**config.mk**
```make
export PLATFORM = sky130hd
export DESIGN_NAME = rou_msg_arbiter_flat
export DESIGN_NICKNAME = d
export VERILOG_FILES = /design/src/rtl/rou_msg_arbiter_pkg.sv /design/src/rtl/rou_msg_arbiter_if.sv /design/src/rtl/rou_msg_arbiter_pick.sv /design/src/rtl/rou_msg_arbiter.sv /design/src/flat_wrapper.sv
export SDC_FILE = /design/constraint.sdc
export NUM_CORES = 1
export LEC_CHECK = 0
export BUFFER_PORTS_ARGS = -buffer_cell sky130_fd_sc_hd__buf_2
export CAP_MARGIN = 20
export CORE_AREA = 4 4 266 268
export CTS_CLUSTER_DIAMETER = 120
export DETAILED_ROUTE_END_ITERATION = 8
export DIE_AREA = 0 0 270 272
export GPL_TIMING_DRIVEN = 0
export PLACE_DENSITY = 0.48
export SLEW_MARGIN = 40
export SYNTH_ARGS = -nofsm -noshare
export SYNTH_HDL_FRONTEND = slang
export SYNTH_SLANG_ARGS = --single-unit
```
**constraint.sdc**
```tcl
create_clock -name clk -period 7.75 [get_ports clk]
set_input_delay 1.55 -clock clk [delete_from_list [all_inputs] [get_ports clk]]
set_output_delay 1.55 -clock clk [all_outputs]
set_load 0.005 [all_outputs]
```
**src/rtl/rou_msg_arbiter_pkg.sv**
```systemverilog
// Shared types and helpers for the ring message arbiter: command encodings,
// output-stage state and the message-valid test.
package rou_arb_pkg;

   typedef enum logic [1:0] {
      CMD_NONE  = 2'd0,
      CMD_READ  = 2'd1,
      CMD_WRITE = 2'd2,
      CMD_RESP  = 2'd3
   } cmd_e;

   localparam int CMD_LSB = 0;
   localparam int CMD_MSB = 1;

   typedef enum logic {
      ST_EMPTY = 1'b0,
      ST_FULL  = 1'b1
   } ostate_e;

   function automatic logic msg_valid(input logic [CMD_MSB:CMD_LSB] msg_cmd);
      return msg_cmd != CMD_NONE;
   endfunction

endpackage

```
**src/rtl/rou_msg_arbiter_if.sv**
```systemverilog
// Bundle between the local message builders, the arbiter and rou_nif.
// The master modport is the arbiter side; slave is the builders/ring side.
interface rou_msg_arbiter_if #(
   parameter int WID  = 171,
   parameter int NREQ = 3
);
   logic [NREQ*WID-1:0] req_msg;
   logic [NREQ-1:0]     req_ack;
   logic [WID-1:0]      msg_out;
   logic                msg_out_ack;
   logic                busy;
   logic [2:0]          last_grant;

   modport master (
      input  req_msg, msg_out_ack,
      output req_ack, msg_out, busy, last_grant
   );

   modport slave (
      output req_msg, msg_out_ack,
      input  req_ack, msg_out, busy, last_grant
   );
endinterface

```
**src/rtl/rou_msg_arbiter_pick.sv**
```systemverilog
// Combinational round-robin pick: first set bit of req_i at or after start_i,
// wrapping N-1 -> 0. start_i must be below N.
module rou_rr_pick #(
   parameter int N = 3
) (
   input  logic [N-1:0] req_i,
   input  logic [2:0]   start_i,
   output logic [N-1:0] gnt_o,
   output logic [2:0]   idx_o,
   output logic         any_o
);
   localparam int IW = (N > 1) ? $clog2(N) : 1;

   int pos;

   // NOTE: every output gets a default before the loop so no path leaves a latch.
   always_comb begin
      gnt_o = '0;
      idx_o = '0;
      any_o = 1'b0;
      pos   = 0;
      for (int k = 0; k < N; k++) begin
         pos = int'(start_i) + k;
         if (pos >= N) pos = pos - N;
         if (!any_o && req_i[IW'(pos)]) begin
            any_o             = 1'b1;
            gnt_o[IW'(pos)]   = 1'b1;
            idx_o             = 3'(pos);
         end
      end
   end
endmodule

```
**src/rtl/rou_msg_arbiter.sv**
```systemverilog
// Round-robin message arbiter with burst stickiness and a one-entry output stage.
// Define ROU_ARB_PRIO_EN to give requester 0 starvation-limited strict priority.
module rou_msg_arbiter
   import rou_arb_pkg::*;
#(
   parameter int WID        = 171,
   parameter int NREQ       = 3,
   parameter int MAXBURST   = 4,
   parameter int STARVE_LIM = 8
) (
   input logic               clk,
   input logic               rst_n,
   rou_msg_arbiter_if.master arb
);
   // Burst and starve counters share one width, sized for the larger limit.
   localparam int         CNT_MAX  = (MAXBURST > STARVE_LIM) ? MAXBURST : STARVE_LIM;
   localparam int         CW       = $clog2(CNT_MAX + 1);
   localparam logic [2:0] LAST_IDX = 3'(NREQ - 1);

   ostate_e         state_q, state_d;
   logic [WID-1:0]  msg_q, msg_d;
   logic [2:0]      last_q, last_d;
   logic [CW-1:0]   burst_q, burst_d;

   logic [NREQ-1:0] valid, last_oh, gnt_oh, rr_gnt;
   logic [2:0]      gnt_idx, rr_idx, start_idx;
   logic            rr_any, slot_free, grant, others_pend;

   for (genvar g = 0; g < NREQ; g++) begin : g_valid
      assign valid[g] = msg_valid(arb.req_msg[g*WID+CMD_LSB +: CMD_MSB-CMD_LSB+1]);
   end

   // Holding reset also suppresses req_ack so no builder believes it was taken.
   assign slot_free = rst_n && (state_q == ST_EMPTY || arb.msg_out_ack);
   assign start_idx = (last_q == LAST_IDX) ? 3'd0 : last_q + 3'd1;
   assign last_oh   = {{(NREQ-1){1'b0}}, 1'b1} << last_q;

   rou_rr_pick #(.N(NREQ)) u_pick (
      .req_i   (valid),
      .start_i (start_idx),
      .gnt_o   (rr_gnt),
      .idx_o   (rr_idx),
      .any_o   (rr_any)
   );

`ifdef ROU_ARB_PRIO_EN
   logic [CW-1:0]   starve_q, starve_d;
   logic [NREQ-1:0] alt_gnt;
   logic [2:0]      alt_idx;
   logic            alt_any;

   rou_rr_pick #(.N(NREQ)) u_pick_alt (
      .req_i   ({valid[NREQ-1:1], 1'b0}),
      .start_i (start_idx),
      .gnt_o   (alt_gnt),
      .idx_o   (alt_idx),
      .any_o   (alt_any)
   );
`endif

   always_comb begin
      gnt_oh  = '0;
      gnt_idx = '0;
      if (slot_free) begin
`ifdef ROU_ARB_PRIO_EN
         if (valid[0] && (!alt_any || starve_q < CW'(STARVE_LIM))) begin
            gnt_oh[0] = 1'b1;
         end else if (valid[0]) begin
            gnt_oh  = alt_gnt;
            gnt_idx = alt_idx;
         end else
`endif
         if ((valid & last_oh) != '0 && burst_q < CW'(MAXBURST)) begin
            gnt_oh  = last_oh;
            gnt_idx = last_q;
         end else if (rr_any) begin
            gnt_oh  = rr_gnt;
            gnt_idx = rr_idx;
         end
      end
   end

   assign grant       = |gnt_oh;
   assign others_pend = |(valid & ~gnt_oh);

   always_comb begin
      state_d = state_q;
      msg_d   = msg_q;
      last_d  = last_q;
      burst_d = burst_q;
      if (grant) begin
         state_d = ST_FULL;
         msg_d   = arb.req_msg[gnt_idx*WID +: WID];
         last_d  = gnt_idx;
         // A lone requester keeps its count at 1 and is never throttled.
         if (!others_pend || gnt_idx != last_q) burst_d = CW'(1);
         else if (burst_q != '1)                burst_d = burst_q + CW'(1);
      end else if (state_q == ST_FULL && arb.msg_out_ack) begin
         state_d = ST_EMPTY;
         msg_d   = '0;
      end
   end

`ifdef ROU_ARB_PRIO_EN
   always_comb begin
      starve_d = starve_q;
      if (!alt_any)                          starve_d = '0;
      else if (grant && gnt_idx == 3'd0) begin
         if (starve_q != '1)                 starve_d = starve_q + CW'(1);
      end else if (grant)                    starve_d = '0;
   end

   always_ff @(posedge clk) begin
      if (!rst_n) starve_q <= '0;
      else        starve_q <= starve_d;
   end
`endif

   // NOTE: state uses non-blocking assignments; the message register is a plain
   // register (not a memory) and is cleared so the cmd field reads "no message".
   always_ff @(posedge clk) begin
      if (!rst_n) begin
         state_q <= ST_EMPTY;
         msg_q   <= '0;
         last_q  <= '0;
         burst_q <= '0;
      end else begin
         state_q <= state_d;
         msg_q   <= msg_d;
         last_q  <= last_d;
         burst_q <= burst_d;
      end
   end

   assign arb.req_ack    = gnt_oh;
   assign arb.msg_out    = msg_q;
   assign arb.busy       = (state_q == ST_FULL);
   assign arb.last_grant = last_q;
endmodule
```
**src/flat_wrapper.sv**
```systemverilog
// flat-port wrapper written by rule: the top's interface ports become plain ports
module rou_msg_arbiter_flat import rou_arb_pkg::*;
#(
   parameter int WID        = 171,
   parameter int NREQ       = 3,
   parameter int MAXBURST   = 4,
   parameter int STARVE_LIM = 8
)
  (clk, rst_n, arb_req_msg, arb_msg_out_ack, arb_req_ack, arb_msg_out, arb_busy, arb_last_grant);
  rou_msg_arbiter_if #(.WID(WID), .NREQ(NREQ)) arb_i ();
  input logic clk;
  input logic rst_n;
  input wire logic [$bits(arb_i.req_msg)-1:0] arb_req_msg;
  input wire logic [$bits(arb_i.msg_out_ack)-1:0] arb_msg_out_ack;
  output wire logic [$bits(arb_i.req_ack)-1:0] arb_req_ack;
  output wire logic [$bits(arb_i.msg_out)-1:0] arb_msg_out;
  output wire logic [$bits(arb_i.busy)-1:0] arb_busy;
  output wire logic [$bits(arb_i.last_grant)-1:0] arb_last_grant;
  assign arb_i.req_msg = arb_req_msg;
  assign arb_i.msg_out_ack = arb_msg_out_ack;
  assign arb_req_ack = arb_i.req_ack;
  assign arb_msg_out = arb_i.msg_out;
  assign arb_busy = arb_i.busy;
  assign arb_last_grant = arb_i.last_grant;
  rou_msg_arbiter #(.WID(WID), .NREQ(NREQ), .MAXBURST(MAXBURST), .STARVE_LIM(STARVE_LIM)) u_core (.clk(clk), .rst_n(rst_n), .arb(arb_i));
endmodule
```
==> impl_results.md <==
* Outcome: finished clean
* Initial detailed-routing violation count at 589
* Max-slew violations at 0
* Die height at 272 um
* CTS clk-pin slew, worst paths at 80 ps
* Wire length on met1 at 24.27 mm
* Syn Inst Count at 1132
* Worst setup margin at 1291 ps
* Clock latency on the worst-skew pair at 470 ps
* Synthesized net count at 1656
* Part of the power in registers at 35.6%
* Peak VDD IR at 0.09341 mV
* Root Buffer: clkbuf_16
* Post-Layout Cell Count at 2744
* Postcts setup bufs at 0
* Mean Syn Cell Area at 8.751 um2
* Nets at 2369
* Critical path data required time at 6200 ps
* CTS Buf Count at 17
* TNS Setup at 0 ps
* Final min period at 6459 ps
* Ys flop type: dfxtp_1
* Syn-to-layout area delta at 52.58%
* Slowest Stage Delay on Critical Path at 540 ps
* Sequential-to-total area share from yosys stat at 36.18%
* Worst path bufs/invs at 6
* Fmax at 154.8 MHz
* Worst EP arrival at 4910 ps
* Kind of critical path: reg -> out
* Total of max-cap violations at 0
* Ys async rst share at 0%
* Crit share post-route at 83.34%
* Commonest cells in the netlist: 186 x nor2_1, 179 x dfxtp_1, 173 x a21oi_1
* Most frequent cell after synthesis: nor2_1
* Max H-tree Level at 4
* Total track usage at 15.14%
* Clock buffer depth at 2
* Worst path slowest cell: buf_2
* Vias/cell at 4.259
* Worst setup SP type: flop
* Pre-Repair DR Iteration Count at 5
* Fin util at 22.11%
* Switch share at 38.10%
* Post-synthesis register bit count at 179
* Global-route wire length before repair at 81.24 mm
* Routed length on met2 at 28.77 mm
* CTS hold repair buffers at 0
* Rows at 96
* Unrepaired setup endpoints after global routing: false
* Combinational share of power at 40.1%
* Post-CTS sizing at 0
* IO Pins at 694
* R2R Path Start: u_core.arb.last_grant[1]
* Top cell type by total area after synthesis: dfxtp_1
* Largest net degree at the start of global routing at 19
* Post-DRT Antenna Nets at 0
* Share of cells above drive strength 1 at 42.47%
* Hpwl dp at 49.86 mm
* Setup violators final at 0
* HP Start: u_core.arb.msg_out[66]
* Residual DRC at 0
* Worst rel slew slack at 47.59%
* Vias in the first global route at 11560
* Top Family by Delay on Critical Path: buffers and inverters
* Initial antenna violation count at 21
* Vias at 11690
* Core area at 68350 um2
* Synthesis Warnings at 0
* Initial core utilization at 14.49%
* CP Max Fanout at 10
* Die area at 73440 um2
* Placer congestion estimate at 0.9161
* Final Hold Fails at 0
* Slew @ Worst Pin at 786.2 ps
* Place WS at 1670 ps
* Share of the synthesized area in the top cell type at 36.18%
* Layout filler cell count at 7704
* Tightest Hold Check Type: reg -> reg
* IO Port Bufs at 693
* Die Wd at 270 um
* Worst setup EP type: output port
* Clock power frac at 24.2%
* Crit path launch: u_core.arb.last_grant[1]
* Routed WL at 59.18 mm
* DR WL met3 at 4.243 mm
* CTS tree: yes
* GRT overflow at 0
* Placed Instances at 2708
* CTS sink cnt at 179
* Top layer in use: met5
* Crit-path cells: buf_2 -> clkbuf_1 -> nand2_1 -> xor2_1 -> ha_1 -> nor2b_1 -> o21ai_0 -> a32o_1 -> a31oi_1 -> o211a_1 -> nor2_4 -> inv_2 -> buf_2 -> buf_2 -> buf_2
* Worst Skew at 19.09 ps
* Synth cell types at 69
* Cell Area, Synth at 9906 um2
* Post-synth EDFFs at 0
* Net Sw Power at 0.001445 W
* Internal power at 0.002348 W
* P_leak at 7.194 nW
* Drt wl/cell at 21.57 um
* Synth top area cells: dfxtp_1 36%, mux2i_1 17%, a22o_1 15%, a21oi_1 8.7%, nor2_1 7.0%
* Crit-path most repeated cell: buf_2
* P per Cell Area at 250.9 nW/um2
==> kinds of logic (layout without fill, tap and decap cells) <==
| group | Yosys count | count (layout) | share of synthesized area [%] |
|---|---|---|---|
| compound gates | 392 | 392 | 27.98 |
| xor+xnor | 3 | 3 | 0.2653 |
| fa+ha+maj | 8 | 8 | 1.011 |
| buf+inv | 111 | 837 | 5.431 |
| flops | 179 | 179 | 36.18 |
| mux | 171 | 171 | 17.29 |
| other cells | 0 | 4 | 0 |
| simple gates | 268 | 268 | 11.85 |
==> stage by stage <==
step | hold WS, ps | cell area (um2) | total power [W]
floorplan | 466.0 | 9906 | 0.002126
global placement | 457.4 | 14480 | 0.002908
detailed placement | 457.7 | 14520 | 0.002903
CTS | 479.8 | 15100 | 0.003850
global route | 488.4 | 15110 | 0.004021
finish | 474.4 | 15110 | 0.003793
==> registers in the layout, summed over array words and instances (netlist names) <==
signal and cells:
u_core.arb.msg_out 171, u_core.burst_q 4, u_core.arb.last_grant 3, u_core.arb.busy 1
==> power groups by stage <==
| stage | combinational (W) | sequential (W) | clock, W |
|---|---|---|---|
| after CTS | 0.00154 | 0.00135 | 0.000957 |
| after global placement | 0.00154 | 0.00137 | 0 |
| after floorplan | 0.000761 | 0.00137 | 0 |
| after global routing | 0.00166 | 0.00138 | 0.000985 |
| after detailed placement | 0.00154 | 0.00136 | 0 |
| final | 0.00152 | 0.00135 | 0.000920 |
==> layout make-up <==
type / instances / area (um2) / area share (%)
inverters: 10 / 37.54 / 0.2483
multi-input cells: 842 / 5789 / 38.30
diodes: 4 / 10.01 / 0.06623
clock inverters: 14 / 160.2 / 1.060
plain buffers: 101 / 505.5 / 3.344
clock buffers: 18 / 429.2 / 2.839
well taps: 882 / 1104 / 7.301
repair buffers: 694 / 3496 / 23.13
flip-flops and latches: 179 / 3583 / 23.71
==> cell usage in the layout, fill, tap and decap left out, types with 6 or more instances in the layout <==
master	count
a21oi_1	173
nand2_1	22
nor3_1	6
inv_1	9
clkbuf_1	52
dfxtp_1	179
mux2i_1	170
nand2b_1	6
clkbuf_16	17
nor2_1	186
ha_1	8
a31oi_1	7
buf_6	10
nand3_1	14
a22o_1	171
buf_2	726
==> metal layers <==
layer | GRT usage (%) | vias to the layer above
met4 | 6.417 | 2
met5 | 0 | -
met2 | 26.01 | 609
li1 | - | 5598
met3 | 3.761 | 90
met1 | 18.02 | 5387
==> worst register-to-register path, stage by stage, from the launching register on <==
cell and delay [ps]:
dfxtp_1 330, buf_2 190, clkbuf_1 400, nand2_1 120, xor2_1 320, ha_1 210, clkbuf_2 230, nand2_1 80
o32a_1 320, o21ai_0 220, o2bb2ai_1 80, o211a_1 280, a211o_1 300, clkbuf_2 280, clkbuf_2 460, clkbuf_1 380
nor2_1 570, a21oi_1 100, a22o_1 200
==> final timing paths <==
check                             to  slack (ps)  cells after the start
max reg2reg  u_core.arb.msg_out[148]        2580                     18
min reg2reg   u_core.arb.msg_out[66]         470                      1
max                   arb_req_ack[1]        1290                     15
min           u_core.arb.msg_out[66]         470                      1
No activity file was read; power rests on OpenSTA's default activity.
